## src/rtl/grad_pkg.sv

```systemverilog
// Shared definitions for the gradient DAC serial sequencer: frame layout,
// FSM state encoding and status bit positions for register readback.
package grad_pkg;

    localparam int FRAME_W = 24;
    localparam int CH_LSB  = 24;
    localparam int CH_W    = 2;
    localparam int WORD_W  = CH_W + FRAME_W;

    // Status register bit positions (overflow sticky flag, FIFO full)
    localparam int STAT_OVF_BIT  = 0;
    localparam int STAT_BUSY_BIT = 1;

    typedef enum logic [1:0] {
        IDLE  = 2'd0,
        SHIFT = 2'd1,
        HOLD  = 2'd2,
        GAP   = 2'd3
    } grad_state_e;

    // Strip the ignored upper bits of a BRAM word: keep {channel, frame}
    function automatic logic [WORD_W-1:0] pack_word(input logic [31:0] word);
        return word[CH_LSB+CH_W-1:0];
    endfunction

endpackage

```

## src/rtl/grad_sync_fifo.sv

```systemverilog
// Small synchronous FIFO with occupancy count. A push and a pop in the
// same cycle are both honoured, including when the FIFO is full.
module grad_sync_fifo
    import grad_pkg::*;
#(
    parameter int WIDTH = 26,
    parameter int DEPTH = 4
) (
    input  logic                     clk,
    input  logic                     rst,
    input  logic                     i_push,
    input  logic [WIDTH-1:0]         i_data,
    input  logic                     i_pop,
    output logic [WIDTH-1:0]         o_data,
    output logic [$clog2(DEPTH):0]   o_count
);

    localparam int AW = $clog2(DEPTH);
    localparam logic [AW:0]   FULL_CNT = (AW+1)'(DEPTH);
    localparam logic [AW:0]   ZERO_CNT = (AW+1)'(0);
    localparam logic [AW:0]   CNT_ONE  = (AW+1)'(1);
    localparam logic [AW-1:0] PTR_ONE  = AW'(1);

    logic [WIDTH-1:0] r_mem [DEPTH];
    logic [AW-1:0]    r_wr_ptr;
    logic [AW-1:0]    r_rd_ptr;
    logic [AW:0]      r_count;
    logic             w_do_push;
    logic             w_do_pop;

    // Qualify requests against occupancy; a pop frees the slot a full push needs
    always_comb begin
        w_do_pop  = 1'b0;
        w_do_push = 1'b0;
        if (i_pop && (r_count != ZERO_CNT)) begin
            w_do_pop = 1'b1;
        end else begin
            w_do_pop = 1'b0;
        end
        if (i_push && ((r_count != FULL_CNT) || w_do_pop)) begin
            w_do_push = 1'b1;
        end else begin
            w_do_push = 1'b0;
        end
    end

    // Storage array and write pointer
    always_ff @(posedge clk or posedge rst) begin
        if (rst) begin
            for (int i = 0; i < DEPTH; i++) begin
                r_mem[i] <= {WIDTH{1'b0}};
            end
            r_wr_ptr <= {AW{1'b0}};
        end else if (w_do_push) begin
            r_mem[r_wr_ptr] <= i_data;
            r_wr_ptr        <= r_wr_ptr + PTR_ONE;
        end
    end

    // Read pointer and occupancy count
    always_ff @(posedge clk or posedge rst) begin
        if (rst) begin
            r_rd_ptr <= {AW{1'b0}};
            r_count  <= ZERO_CNT;
        end else begin
            if (w_do_pop) begin
                r_rd_ptr <= r_rd_ptr + PTR_ONE;
            end
            case ({w_do_push, w_do_pop})
                2'b10:   r_count <= r_count + CNT_ONE;
                2'b01:   r_count <= r_count - CNT_ONE;
                default: r_count <= r_count;
            endcase
        end
    end

    assign o_data  = r_mem[r_rd_ptr];
    assign o_count = r_count;

endmodule

```

## src/rtl/grad_serial_sched.sv

```systemverilog
// Gradient DAC serial sequencer: buffers timed words from the BRAM stage and
// shifts each out as a 24-bit SPI frame on one of NCH chip-selects. busy_o
// back-pressures the BRAM stage whenever the FIFO is full.
module grad_serial_sched #(
    parameter int NCH        = 4,
    parameter int DEPTH      = 4,
    parameter int CLK_DIV    = 2,
    parameter int GAP_CYCLES = 2
) (
    input  logic            S_AXI_ACLK,
    input  logic            rst_i,
    input  logic [31:0]     data_i,
    input  logic            valid_i,
    output logic            busy_o,
    output logic            sclk_o,
    output logic            mosi_o,
    output logic [NCH-1:0]  cs_n_o,
    output logic            overflow_o,
    input  logic            clear_i,
    output logic [15:0]     frame_cnt_o
);

    import grad_pkg::*;

    localparam int CW = $clog2(DEPTH) + 1;
    localparam logic [CW-1:0] FULL_CNT = CW'(DEPTH);
    localparam logic [CW-1:0] ZERO_CNT = CW'(0);
    localparam logic [15:0]   DIV_LAST = 16'(CLK_DIV - 1);
    localparam logic [15:0]   GAP_LAST = 16'(GAP_CYCLES - 1);
    localparam logic [4:0]    LAST_BIT = 5'(FRAME_W - 1);

    // Active-low one-hot select for a channel; out-of-range selects nothing
    function automatic logic [NCH-1:0] cs_decode(input logic [CH_W-1:0] ch);
        logic [NCH-1:0] v;
        v = {NCH{1'b1}};
        for (int i = 0; i < NCH; i++) begin
            if (ch == CH_W'(i)) begin
                v[i] = 1'b0;
            end else begin
                v[i] = 1'b1;
            end
        end
        return v;
    endfunction

    // FIFO interface
    logic [WORD_W-1:0] w_fifo_data;
    logic [CW-1:0]     w_count;
    logic              w_push;
    logic              w_pop;
    logic              w_drop;
    logic              w_unused_bits;

    // Sequencer state
    grad_state_e       r_state;
    grad_state_e       w_state_nxt;
    logic [FRAME_W-1:0] r_shift;
    logic [FRAME_W-1:0] w_shift_nxt;
    logic [4:0]        r_bit;
    logic [4:0]        w_bit_nxt;
    logic [15:0]       r_tmr;
    logic [15:0]       w_tmr_nxt;
    logic              r_sclk;
    logic              w_sclk_nxt;
    logic              r_mosi;
    logic              w_mosi_nxt;
    logic [NCH-1:0]    r_cs_n;
    logic [NCH-1:0]    w_cs_n_nxt;
    logic [15:0]       r_frame_cnt;
    logic [15:0]       w_frame_cnt_nxt;
    logic              r_ovf;

    assign w_unused_bits = ^data_i[31:CH_LSB+CH_W];

    // Accept when space exists or the sequencer frees a slot this same cycle
    always_comb begin
        w_push = 1'b0;
        w_drop = 1'b0;
        if (valid_i) begin
            w_push = (w_count != FULL_CNT) || w_pop;
            w_drop = !w_push;
        end else begin
            w_push = 1'b0;
            w_drop = 1'b0;
        end
    end

    grad_sync_fifo #(
        .WIDTH (WORD_W),
        .DEPTH (DEPTH)
    ) u_fifo (
        .clk     (S_AXI_ACLK),
        .rst     (rst_i),
        .i_push  (w_push),
        .i_data  (pack_word(data_i)),
        .i_pop   (w_pop),
        .o_data  (w_fifo_data),
        .o_count (w_count)
    );

    // Next-state and datapath: frame load, SCLK phase timing, bit shifting
    always_comb begin
        w_state_nxt     = r_state;
        w_shift_nxt     = r_shift;
        w_bit_nxt       = r_bit;
        w_tmr_nxt       = r_tmr;
        w_sclk_nxt      = r_sclk;
        w_mosi_nxt      = r_mosi;
        w_cs_n_nxt      = r_cs_n;
        w_frame_cnt_nxt = r_frame_cnt;
        w_pop           = 1'b0;
        case (r_state)
            IDLE: begin
                if (w_count != ZERO_CNT) begin
                    w_pop       = 1'b1;
                    w_shift_nxt = w_fifo_data[FRAME_W-1:0];
                    w_bit_nxt   = LAST_BIT;
                    w_mosi_nxt  = w_fifo_data[FRAME_W-1];
                    w_cs_n_nxt  = cs_decode(w_fifo_data[WORD_W-1:FRAME_W]);
                    w_tmr_nxt   = 16'd0;
                    w_sclk_nxt  = 1'b0;
                    w_state_nxt = SHIFT;
                end else begin
                    w_mosi_nxt  = 1'b0;
                    w_sclk_nxt  = 1'b0;
                end
            end
            SHIFT: begin
                if (r_tmr == DIV_LAST) begin
                    w_tmr_nxt = 16'd0;
                    if (!r_sclk) begin
                        w_sclk_nxt = 1'b1;
                    end else begin
                        // Falling edge: either finish or present the next bit
                        w_sclk_nxt = 1'b0;
                        if (r_bit == 5'd0) begin
                            w_state_nxt = HOLD;
                        end else begin
                            w_shift_nxt = {r_shift[FRAME_W-2:0], 1'b0};
                            w_mosi_nxt  = r_shift[FRAME_W-2];
                            w_bit_nxt   = r_bit - 5'd1;
                        end
                    end
                end else begin
                    w_tmr_nxt = r_tmr + 16'd1;
                end
            end
            HOLD: begin
                if (r_tmr == DIV_LAST) begin
                    w_tmr_nxt       = 16'd0;
                    w_cs_n_nxt      = {NCH{1'b1}};
                    w_mosi_nxt      = 1'b0;
                    w_frame_cnt_nxt = r_frame_cnt + 16'd1;
                    w_state_nxt     = GAP;
                end else begin
                    w_tmr_nxt = r_tmr + 16'd1;
                end
            end
            GAP: begin
                if (r_tmr == GAP_LAST) begin
                    w_tmr_nxt   = 16'd0;
                    w_state_nxt = IDLE;
                end else begin
                    w_tmr_nxt = r_tmr + 16'd1;
                end
            end
            default: begin
                w_cs_n_nxt  = {NCH{1'b1}};
                w_sclk_nxt  = 1'b0;
                w_mosi_nxt  = 1'b0;
                w_tmr_nxt   = 16'd0;
                w_state_nxt = IDLE;
            end
        endcase
    end

    // State and registered SPI outputs; reset aborts any frame in flight
    always_ff @(posedge S_AXI_ACLK or posedge rst_i) begin
        if (rst_i) begin
            r_state     <= IDLE;
            r_shift     <= {FRAME_W{1'b0}};
            r_bit       <= 5'd0;
            r_tmr       <= 16'd0;
            r_sclk      <= 1'b0;
            r_mosi      <= 1'b0;
            r_cs_n      <= {NCH{1'b1}};
            r_frame_cnt <= 16'd0;
        end else begin
            r_state     <= w_state_nxt;
            r_shift     <= w_shift_nxt;
            r_bit       <= w_bit_nxt;
            r_tmr       <= w_tmr_nxt;
            r_sclk      <= w_sclk_nxt;
            r_mosi      <= w_mosi_nxt;
            r_cs_n      <= w_cs_n_nxt;
            r_frame_cnt <= w_frame_cnt_nxt;
        end
    end

    // Sticky overflow flag; a drop wins over a same-cycle clear
    always_ff @(posedge S_AXI_ACLK or posedge rst_i) begin
        if (rst_i) begin
            r_ovf <= 1'b0;
        end else if (w_drop) begin
            r_ovf <= 1'b1;
        end else if (clear_i) begin
            r_ovf <= 1'b0;
        end
    end

    assign busy_o      = (w_count == FULL_CNT);
    assign sclk_o      = r_sclk;
    assign mosi_o      = r_mosi;
    assign cs_n_o      = r_cs_n;
    assign overflow_o  = r_ovf;
    assign frame_cnt_o = r_frame_cnt;

endmodule

```

## config.mk

```make
export PLATFORM = sky130hd
export DESIGN_NAME = grad_serial_sched
export DESIGN_NICKNAME = d
export VERILOG_FILES = /design/src/rtl/grad_pkg.sv /design/src/rtl/grad_sync_fifo.sv /design/src/rtl/grad_serial_sched.sv
export SDC_FILE = /design/constraint.sdc
export NUM_CORES = 1
export LEC_CHECK = 0
export ABC_CLOCK_PERIOD_IN_PS = 8900
export CAP_MARGIN = 20
export CORE_AREA = 5 5 130 132
export DETAILED_ROUTE_END_ITERATION = 8
export DIE_AREA = 0 0 135 137
export GPL_ROUTABILITY_DRIVEN = 0
export PLACE_DENSITY = 0.76
export SYNTH_ARGS = -nofsm -noshare
export SYNTH_HDL_FRONTEND = slang
export SYNTH_SLANG_ARGS = --single-unit
export TNS_END_PERCENT = 20
```

## constraint.sdc

```tcl
create_clock -name S_AXI_ACLK -period 8.9 [get_ports S_AXI_ACLK]
set_input_delay 1.335 -clock S_AXI_ACLK [delete_from_list [all_inputs] [get_ports S_AXI_ACLK]]
set_output_delay 1.335 -clock S_AXI_ACLK [all_outputs]
set_load 0.02 [all_outputs]
```

==> results of run 1 <==
[cell type report]
class / instances / area [um2] / area share, %
timing repair buffer: 64 / 633 / 6.55
multi-input combinational: 404 / 3620 / 37.4
clock inverter: 11 / 104 / 1.07
tap: 216 / 270 / 2.80
inverter: 22 / 87.6 / 0.906
sequential: 180 / 4510 / 46.7
clock buffer: 21 / 440 / 4.56
[through the flow]
stage          cell area [um2]  instances  hold slack [ns]  setup slack, ns
2_1_floorplan             8350        641            0.474             2.68
3_3_place_gp              9080        883            0.473             5.31
3_5_place_dp              9080        883            0.477             5.22
4_1_cts                   9620        915            0.489             5.68
5_1_grt                   9660        918            0.504             5.63
6_report                  9660        918            0.489             5.77
[where the power goes]
| part | switching (uW) | total (uW) | leakage (uW) | internal (uW) |
|---|---|---|---|---|
| Sequential | 250 | 1430 | 0.00216 | 1180 |
| Combinational | 640 | 1390 | 0.00165 | 753 |
| Clock | 310 | 698 | 0.000267 | 388 |
[synth_stat cells (2+ instances only)]
cell type  number  area [um2]
nor4_1          5        31.3
or4_1           2        15.0
a21oi_1        18        90.1
mux4_2         26         586
a31oi_1        11        68.8
nor2_1         21        78.8
and3_1          3        18.8
xnor2_1        11        96.3
a41oi_1         2        17.5
mux2i_1         3        30.0
or3_1           5        31.3
or4_4           2        22.5
o211ai_1        2        15.0
buf_1           6        22.5
ha_1           14         175
o22ai_1        32         200
a2bb2oi_1      14         123
a22o_1          7        61.3
mux2_2        107        1200
nand3_1        18        90.1
nor3b_1         2        15.0
dfrtp_1       176        4400
inv_1          22        82.6
nand2_1        24        90.1
nand2b_1        3        18.8
buf_2           4        20.0
nand3b_1        2        15.0
o21ai_0         9        45.0
dfstp_2         4         105
xor2_1         17         149
nor3_1         14        70.1
o22a_1          2        17.5
nand4_1         9        56.3
clkbuf_1       23        86.3
[registers in the layout, summed over array words and instances (netlist names)]
signal / flops
cs_n_o: 4
frame_cnt_o: 16
mosi_o: 1
overflow_o: 1
r_bit: 5
r_shift: 23
r_state: 2
r_tmr: 16
sclk_o: 1
u_fifo.o_count: 3
u_fifo.r_mem: 104
u_fifo.r_rd_ptr: 2
u_fifo.r_wr_ptr: 2
[how the worst max path moves through the flow]
| stage | to | cells after the start |
|---|---|---|
| 6_report | busy_o | 2 |
| 5_1_grt | u_fifo.o_count[2] | 12 |
| 4_1_cts | u_fifo.r_rd_ptr[0] | 3 |
| 3_5_place_dp | u_fifo.r_rd_ptr[0] | 3 |
| 3_3_place_gp | u_fifo.r_rd_ptr[0] | 3 |
| 2_1_floorplan | frame_cnt_o[0] | 1 |
[cell families after synthesis]
family / count (synthesis) / synth area share, %
xor+xnor: 28 / 2.94
flops: 180 / 54.0
buf+inv: 57 / 2.73
compound gates: 105 / 8.46
fa+ha+maj: 15 / 2.34
mux: 137 / 21.9
simple gates: 119 / 7.64
[routing by layer]
metal | up-vias | global-route usage [%] | share of wire [%]
met2 | 102 | 35.9 | 53
met1 | 2773 | 23.7 | 41
met3 | 22 | 4.93 | 3.7
li1 | 2486 | - | -
met5 | - | 0 | 0
met4 | 0 | 5.99 | 1.8
[cells in the final DEF, fill, tap and decap left out, drive strengths merged, types with 5 or more instances in the layout]
master / count
o22ai: 33
clkinv: 6
o21ai: 10
nand2: 25
mux2: 108
xnor2: 11
a22o: 7
mux4: 26
buf: 11
a21oi: 18
nand4: 9
a31oi: 11
ha: 14
or3: 5
clkdlybuf4s50: 53
a2bb2oi: 14
nand3: 18
xor2: 17
nor4: 6
clkbuf: 21
inv: 25
dfrtp: 176
nor2: 21
nor3: 14
[critical path: cells and delay by family, from the launching register on]
kind,cells,cell delay (ns)
simple gates,1,0.27
flops,1,0.44
buf+inv,1,0.66
==> out/results.tsv, run 1 <==
stage	metric	value	unit
clocking	clock_tree.buffer_depth	2	
setup_path	r2r.worst_path.cells	5	
synthesis	ys_seq_area_share	54.0	%
routing	initialDrtViolationCount	331	
routing	route.detailed.drc	0	
timing	max_freq	320	MHz
timing	finalSetupViolations	0	
synthesis	async_reset_ff_share	100	%
grt	overflow	0	
routing	wl	17200	um
grt	grt_pass1_wl	29200	um
timing	period_minus_slack	3.13	ns
timing	final.setup_skew	0.0108	ns
setup_path	r2r_end	r_shift[18]	
cells_and_area	diodes	0	
setup_path	reg2reg_from	r_tmr[9]	
timing	final-hold-violation-count	0	
routing	vias	5383	
cells_and_area	final_util	62.0	%
setup_path	cp_slowest_cell	clkdlybuf4s50_1	
routing	wl_per_cell	18.7	um
setup_path	cp_data_arrival_time	1.79	ns
clocking	cts_resized	0	
timing	setup_tns	0	ns
floorplan	ios	60	
synthesis	yosysWarnings	0	
synthesis	syn_area	8350	um2
power	ir_drop	189	uV
min_path	min_to	frame_cnt_o[15]	
setup_path	start_kind	flop	
synthesis	ys_ff_latch	180	
grt	grt_max_degree	93	
floorplan	core_area	15600	um2
clocking	cts_buffers	17	
power	report.power.total	3520	uW
clocking	root_buffer	clkbuf_16	
cells_and_area	drive_above_1_share	26.4	%
clocking	cts.clk_slew.worst_paths	0.06	ns
min_path	min_from	frame_cnt_o[15]	
floorplan	fp.dieH	137	um
floorplan	chipWidth	135	um
clocking	cts-htree-levels	4	
setup_path	path_cells	nor3b_1 > clkdlybuf4s50_1	
power	leakagePower	0.00408	uW
floorplan	start_util	53.6	%
synthesis	syn_nets	692	
setup_path	critPathLaunch	u_fifo.o_count[0]	
cells_and_area	fin_nets	740	
routing	drtAntennaViolNets	0	
flow_run	drv_cap	0	
timing	period_share	35.1	%
floorplan	die_area	18500	um2
clocking	hold_buffers	0	
grt	antenna_found_initial	0	
synthesis	avgSynthCellArea	13.0	um2
cells_and_area	area_growth	15.7	%
timing	rsz0062_at_grt	false	
setup_path	slowest_delay	0.66	ns
synthesis	synth-edff-count	0	
power	p_per_area	364	nW/um2
synthesis	synth_cells	641	
timing	maxSlewHeadroom	33.9	%
setup_path	crit_type	flop to primary output	
setup_path	regToRegSetupSlack	5.87	ns
clocking	cts_sinks	180	
min_path	hold_path.class	flop to flop	
synthesis	ys.flop_type	dfrtp_1	
clocking	insertion_delay	0.43	ns
synthesis	ys_types	55	
cells_and_area	fillers	1188	
setup_path	required	7.57	ns
timing	drv_slew	0	
grt	grt_pass1_vias	5875	
timing	worst_slew_pin_slew	0.992	ns
setup_path	cp_max_fo	6	
setup_path	endpoint_kind	primary output	
outcome	status	finished clean	
clocking	postCtsSetupBuffers	0	
placed_design	hpwl	11200	um
placed_design	place.port_buffers	53	
routing	via_per_inst	5.86	
clocking	cts_tree	built	
routing	first_pass_iters	4	
floorplan	row_count	46	
grt	grt_usage	19.9	%
min_path	holdPathStages	1	
Note: power is estimated with default switching activity, not from simulation.
==> inputs of run 2 (changes only) <==
Settings changed: ABC_CLOCK_PERIOD_IN_PS 8900 to 2800, CORE_AREA 5 5 130 132 to 5 5 132 134, DIE_AREA 0 0 135 137 to 0 0 137 139, PLACE_DENSITY 0.76 to 0.77.
Clock period 8.9 ns to 2.8 ns, I/O delays scaled along.
==> run 2 against run 1 <==
  * First-iteration DRC count is 6.3% lower
  * Clock skew is 0.0026 ns lower
  * Power grew to 3.2 times the previous value
  * Hold slack worse by 0.033 ns
  * Routed wire length is 2.2% higher
  * Global-route usage is 0.31 points lower
==> out/results.tsv, run 2 (same netlist as run 1, synthesis figures left out) <==
stage	metric	value	unit	change
setup_path	cp_max_fo	10		+4
cells_and_area	stdcell_count	935		+1.9%
grt	grt_pass1_vias	5849		-0.44%
setup_path	crit_type	flop to flop		
power	ir_drop	713	uV	+280%
cells_and_area	top_regs	u_fifo.r_mem (104), r_shift (23)		
setup_path	cp_data_arrival_time	2.98	ns	+1.19 ns
clocking	cts_tree	built		
timing	period_share	96.0	%	
timing	maxSlewHeadroom	53.8	%	+20 points
outcome	status	finished clean		
cells_and_area	drive_above_1_share	28.0	%	+1.6 points
routing	drtAntennaViolNets	0		unchanged
min_path	hold_path.class	input port to async pin		
grt	antenna_found_initial	0		unchanged
grt	grt_max_degree	57		-39%
floorplan	die_area	19000	um2	+3.0%
setup_path	start_kind	flop		
placed_design	hpwl	11700	um	+4.8%
clocking	cts.clk_slew.worst_paths	0.07	ns	about the same
routing	vias	5488		+2.0%
clocking	insertion_delay	0.43	ns	about the same
cells_and_area	largest_reg_flops	104		unchanged
timing	worst_slew_pin_slew	0.691	ns	-0.301 ns
cells_and_area	diodes	0		unchanged
floorplan	core_area	16200	um2	+3.7%
clocking	cts_resized	0		unchanged
placed_design	place.port_buffers	53		unchanged
cells_and_area	fin_nets	753		+1.8%
floorplan	chipWidth	137	um	+1.5%
floorplan	ios	60		unchanged
clocking	cts_sinks	180		unchanged
setup_path	endpoint_kind	flop		
timing	max_freq	372	MHz	
power	leakagePower	0.00413	uW	+1.4%
routing	wl	17500	um	+2.2%
routing	via_per_inst	5.87		about the same
routing	wl_per_cell	18.8	um	+0.30%
floorplan	row_count	47		+2.2%
cells_and_area	top_register	u_fifo.r_mem		
timing	final.setup_skew	0.00813	ns	-0.00264 ns
timing	holdWs	0.456	ns	-0.0333 ns
timing	rsz0062_at_grt	true		
timing	drv_slew	0		unchanged
clocking	cts_buffers	17		unchanged
power	p_per_area	1150	nW/um2	+220%
clocking	clock_tree.buffer_depth	2		unchanged
grt	overflow	0		unchanged
cells_and_area	area_growth	17.1	%	
routing	initialDrtViolationCount	310		-6.3%
cells_and_area	layout_common_cells	dfrtp_1, mux2_2, clkdlybuf4s50_1, o22ai_1, mux4_2		
cells_and_area	final_common_cell	dfrtp_1		
floorplan	fp.dieH	139	um	+1.5%
grt	grt_usage	19.6	%	-0.31 points
routing	route.detailed.drc	0		unchanged
timing	final-hold-violation-count	0		unchanged
grt	grt_pass1_wl	29800	um	+2.2%
routing	first_pass_iters	5		+1
floorplan	start_util	51.7	%	-1.9 points
timing	period_minus_slack	2.69	ns	
timing	finalSetupViolations	0		unchanged
flow_run	drv_cap	0		unchanged
clocking	root_buffer	clkbuf_16		
clocking	cts-htree-levels	4		unchanged
placed_design	post-place-cells	901		+2.0%
setup_path	required	3.09	ns	-4.48 ns
-- run 2: cell count changes in the layout (fill, tap and decap cells not counted) --
cell	before	now
buf_12	0	3
buf_16	1	0
buf_4	10	21
bufinv_16	1	0
clkbuf_1	4	2
clkbuf_8	0	1
clkinv_2	4	2
clkinvlp_4	1	5
inv_6	3	2
inv_8	1	2
-- run 2: worst max-delay path: stages (launching register included) --
cell	delay, ns
dfrtp_1	0.44
or4_4	0.58
or4_1	0.68
or3_1	0.56
o22ai_1	0.20
a21oi_1	0.09
-- run 2: report_power, final --
part | switching [uW] | internal, uW | leakage, uW | total [uW]
clock network | 1020 | 1180 | 0.000257 | 2200
registers | 771 | 3750 | 0.00216 | 4530
logic | 2090 | 2450 | 0.00171 | 4550
-- run 2: layout make-up --
| type | count | area (um2) |
|---|---|---|
| timing repair buffer | 77 | 748 |
| sequential | 180 | 4510 |
| fill | 1245 | 6390 |
| clock inverter | 12 | 97.6 |
| clock buffer | 20 | 447 |
| inverter | 22 | 86.3 |
| multi-input combinational | 404 | 3620 |
| tap | 220 | 275 |
-- run 2: what timing repair did --
action                                  in CTS  in global routing
endpoints found under the setup margin       0                 14
hold buffers                                 0                  0
buffers inserted                             0                  1
-- run 2: path summary, 6_finish.rpt --
kind | slack, ns | to | depth (start not counted) | startpoint
max | 0.11 | r_shift[7] | 5 | r_tmr[10]
min | 0.46 | u_fifo.r_mem[103] | 2 | rst_i
max reg2reg | 0.11 | r_shift[7] | 5 | r_tmr[10]
min reg2reg | 0.48 | frame_cnt_o[15] | 1 | frame_cnt_o[15]
max in group asynchronous | 1.64 | r_shift[2] | 3 | rst_i
min in group S_AXI_ACLK | 0.48 | frame_cnt_o[15] | 1 | frame_cnt_o[15]
-- run 2: stage by stage --
step	power, uW	setup slack, ns	TNS (ns)	area [um2]	util [%]
finish	11300	0.111	0	9780	60.5
global placement	8760	0.153	0	9220	57.0
global route	12000	-0.0777	-0.195	9780	60.5
floorplan	7810	0.0747	0	8360	-
detailed placement	9100	0.0515	0	9220	57.0
CTS	11300	0.000123	0	9770	60.4
-- run 2: layer usage --
layer	global-route usage, %	up-vias	share of wire (%)
met2	32.9	117	52
met3	4.28	30	4.2
li1	-	2509	-
met4	5.93	0	1.9
met1	25.5	2832	42
met5	0	-	0
==> inputs of run 3 (changes only) <==
Settings changed: CORE_AREA 5 5 132 134 to 5 5 161 163, DIE_AREA 0 0 137 139 to 0 0 166 168, PLACE_DENSITY 0.77 to 0.63.
==> run 3 against run 2 <==
  * Routed wire length is 1.7% higher
  * Maximum frequency increased by 3.4%
  * Sequential power is 1% lower
  * Register-to-register slack better by 0.09 ns
  * Critical path depth unchanged
  * Largest cell class unchanged
  * Largest power group unchanged
==> out/results.tsv, run 3 (same netlist as run 1, synthesis figures left out) <==
stage	metric	value	unit	change
routing	vias	5418		-1.3%
power	sw_frac_of_total	33.9	%	-0.63 points
cells_and_area	layout_common_cells	dfrtp_1, mux2_2, clkdlybuf4s50_1, o22ai_1, mux4_2		
setup_path	path_buf_inv	0		unchanged
flow_run	drv_cap	0		unchanged
power	ir_drop	514	uV	-28%
timing	drv_slew	0		unchanged
grt	grtUsageMet1	18.9	%	-6.6 points
grt	top_usage_layer	met2		
setup_path	crit_type	flop to flop		
routing	wl	17800	um	+1.7%
power	p_per_area	1130	nW/um2	-1.8%
floorplan	die_area	27900	um2	+46%
routing	initialDrtViolationCount	301		-2.9%
timing	rsz0062_at_grt	false		
power	pwr-share-clk	20.3	%	+0.8 points
setup_path	reg2reg_from	r_tmr[9]		
clocking	insertion_delay	0.43	ns	about the same
clocking	cts.clk_slew.worst_paths	0.07	ns	about the same
grt	grt_pass1_vias	5564		-4.9%
routing	first_pass_iters	5		unchanged
routing	drtAntennaViolNets	0		unchanged
clocking	hold_buffers	0		unchanged
clocking	cts_resized	0		unchanged
placed_design	hpwl	11800	um	+0.69%
clocking	root_buffer	clkbuf_16		
grt	grtUsageMet2	21.2	%	-12 points
clocking	cts_sinks	180		unchanged
setup_path	regToRegSetupSlack	0.20	ns	+0.09 ns
floorplan	start_util	34.6	%	-17 points
setup_path	endpoint_kind	flop		
timing	final-hold-violation-count	0		unchanged
timing	final.setup_skew	0.0107	ns	+0.00260 ns
power	intPower	7530	uW	+2.1%
timing	finalSetupViolations	0		unchanged
cells_and_area	largest_reg_flops	104		unchanged
cells_and_area	fin_nets	758		+0.66%
timing	worst_slew_pin_slew	0.836	ns	+0.145 ns
power	p_switching	3860	uW	-0.73%
min_path	hold_path.class	flop to flop		
setup_path	slowest_delay	0.61	ns	-0.07 ns
clocking	cts_tree	built		
floorplan	row_count	57		+21%
floorplan	core_area	24200	um2	+50%
clocking	postCtsSetupBuffers	0		unchanged
grt	grt_pass1_wl	30300	um	+1.5%
grt	overflow	0		unchanged
cells_and_area	area_growth	20.5	%	
placed_design	place.port_buffers	53		unchanged
timing	holdWs	0.463	ns	+0.00758 ns
min_path	holdPathStages	1		
grt	grt_use_met3	2.88	%	-1.4 points
routing	via_per_inst	5.19		-12%
min_path	min_to	frame_cnt_o[15]		
setup_path	cp_data_arrival_time	2.89	ns	-0.09 ns
cells_and_area	final_common_cell	dfrtp_1		
power	power_frac_comb	40.5	%	+0.2 points
cells_and_area	drive_above_1_share	28.6	%	+0.64 points
routing	route.detailed.drc	0		unchanged
timing	max_freq	384	MHz	+3.4%
clocking	clock_tree.buffer_depth	2		unchanged
timing	period_minus_slack	2.60	ns	-0.0883 ns
setup_path	r2r.worst_path.cells	5		unchanged
clocking	cts_buffers	17		unchanged
routing	wl_per_cell	17.1	um	-8.9%
cells_and_area	top_regs	u_fifo.r_mem (104), r_shift (23)		
grt	antenna_found_initial	0		unchanged
clocking	cts-htree-levels	4		unchanged
grt	grt_max_degree	44		-23%
power	p_seq_share	39.2	%	-1.0 points
timing	maxSlewHeadroom	44.2	%	-9.7 points
grt	grt_usage	13.4	%	-6.2 points
floorplan	ios	60		unchanged
power	leakagePower	0.00421	uW	+1.8%
cells_and_area	top_register	u_fifo.r_mem		
floorplan	chipWidth	166	um	+21%
setup_path	required	3.09	ns	about the same
min_path	min_from	frame_cnt_o[15]		
timing	setup_tns	0	ns	unchanged
setup_path	cp_max_fo	10		unchanged
setup_path	start_kind	flop		
setup_path	cp_slowest_cell	or4_1		
timing	period_share	92.9	%	-3.2 points
floorplan	fp.dieH	168	um	+21%
cells_and_area	diodes	0		unchanged
outcome	status	finished clean		
setup_path	r2r_end	r_shift[8]		
setup_path	path_cells	or4_4 > or4_1 > or3_1 > o22ai_1 > a21oi_1		
setup_path	critical-path-top-delay-family	simple AND/OR/NAND/NOR gates		
[run 3: cell type report]
cell class              instances  area [um2]
fillers                      2256       14100
flip-flops and latches        180        4510
multi-input cells             404        3620
repair buffers                 82         877
clock buffers                  22         484
well taps                     324         405
clock inverters                10        87.6
inverters                      22        86.3
[run 3: worst max path at each step]
stage | slack, ns | from | cells past startpoint | end
2_1_floorplan | 0.07 | rst_i | 1 | frame_cnt_o[0]
3_3_place_gp | 0.22 | r_tmr[9] | 5 | r_shift[13]
3_5_place_dp | 0.21 | r_tmr[9] | 5 | r_shift[8]
4_1_cts | 0.19 | r_tmr[9] | 5 | r_shift[8]
5_1_grt | 0.04 | r_tmr[1] | 7 | r_shift[11]
6_report | 0.20 | r_tmr[9] | 5 | r_shift[8]
[run 3: per-layer routing]
metal / share of wire, % / wire length [um] / up-vias
li1: - / - / 2523
met1: 47 / 8400 / 2782
met2: 48 / 8620 / 101
met3: 3.7 / 659 / 12
met4: 0.89 / 159 / 0
met5: 0 / 0 / -
[run 3: power groups by stage]
| stage | clock network, uW | registers [uW] | logic (uW) |
|---|---|---|---|
| global route | 2470 | 4610 | 5090 |
| floorplan | 0 | 4310 | 3510 |
| detailed placement | 0 | 4510 | 4670 |
| CTS | 2370 | 4470 | 4680 |
| finish | 2310 | 4470 | 4610 |
| global placement | 0 | 4460 | 4550 |
[run 3: worst register-to-register path: stages, from the launching register on]
cell and delay (ns):
dfrtp_1 0.45, or4_4 0.59, or4_1 0.61, or3_1 0.53
o22ai_1 0.20, a21oi_1 0.08
[run 3: metrics by stage]
stage          utilization, %  total power [uW]  setup WS [ns]  instance area [um2]  cells
2_1_floorplan               -              7810         0.0747                 8360    641
3_3_place_gp             39.2              9010          0.223                 9490   1011
3_5_place_dp             39.3              9170          0.208                 9500   1012
4_1_cts                  41.6             11500          0.193                10100   1044
5_1_grt                  41.6             12200         0.0445                10100   1044
6_report                 41.6             11400          0.199                10100   1044
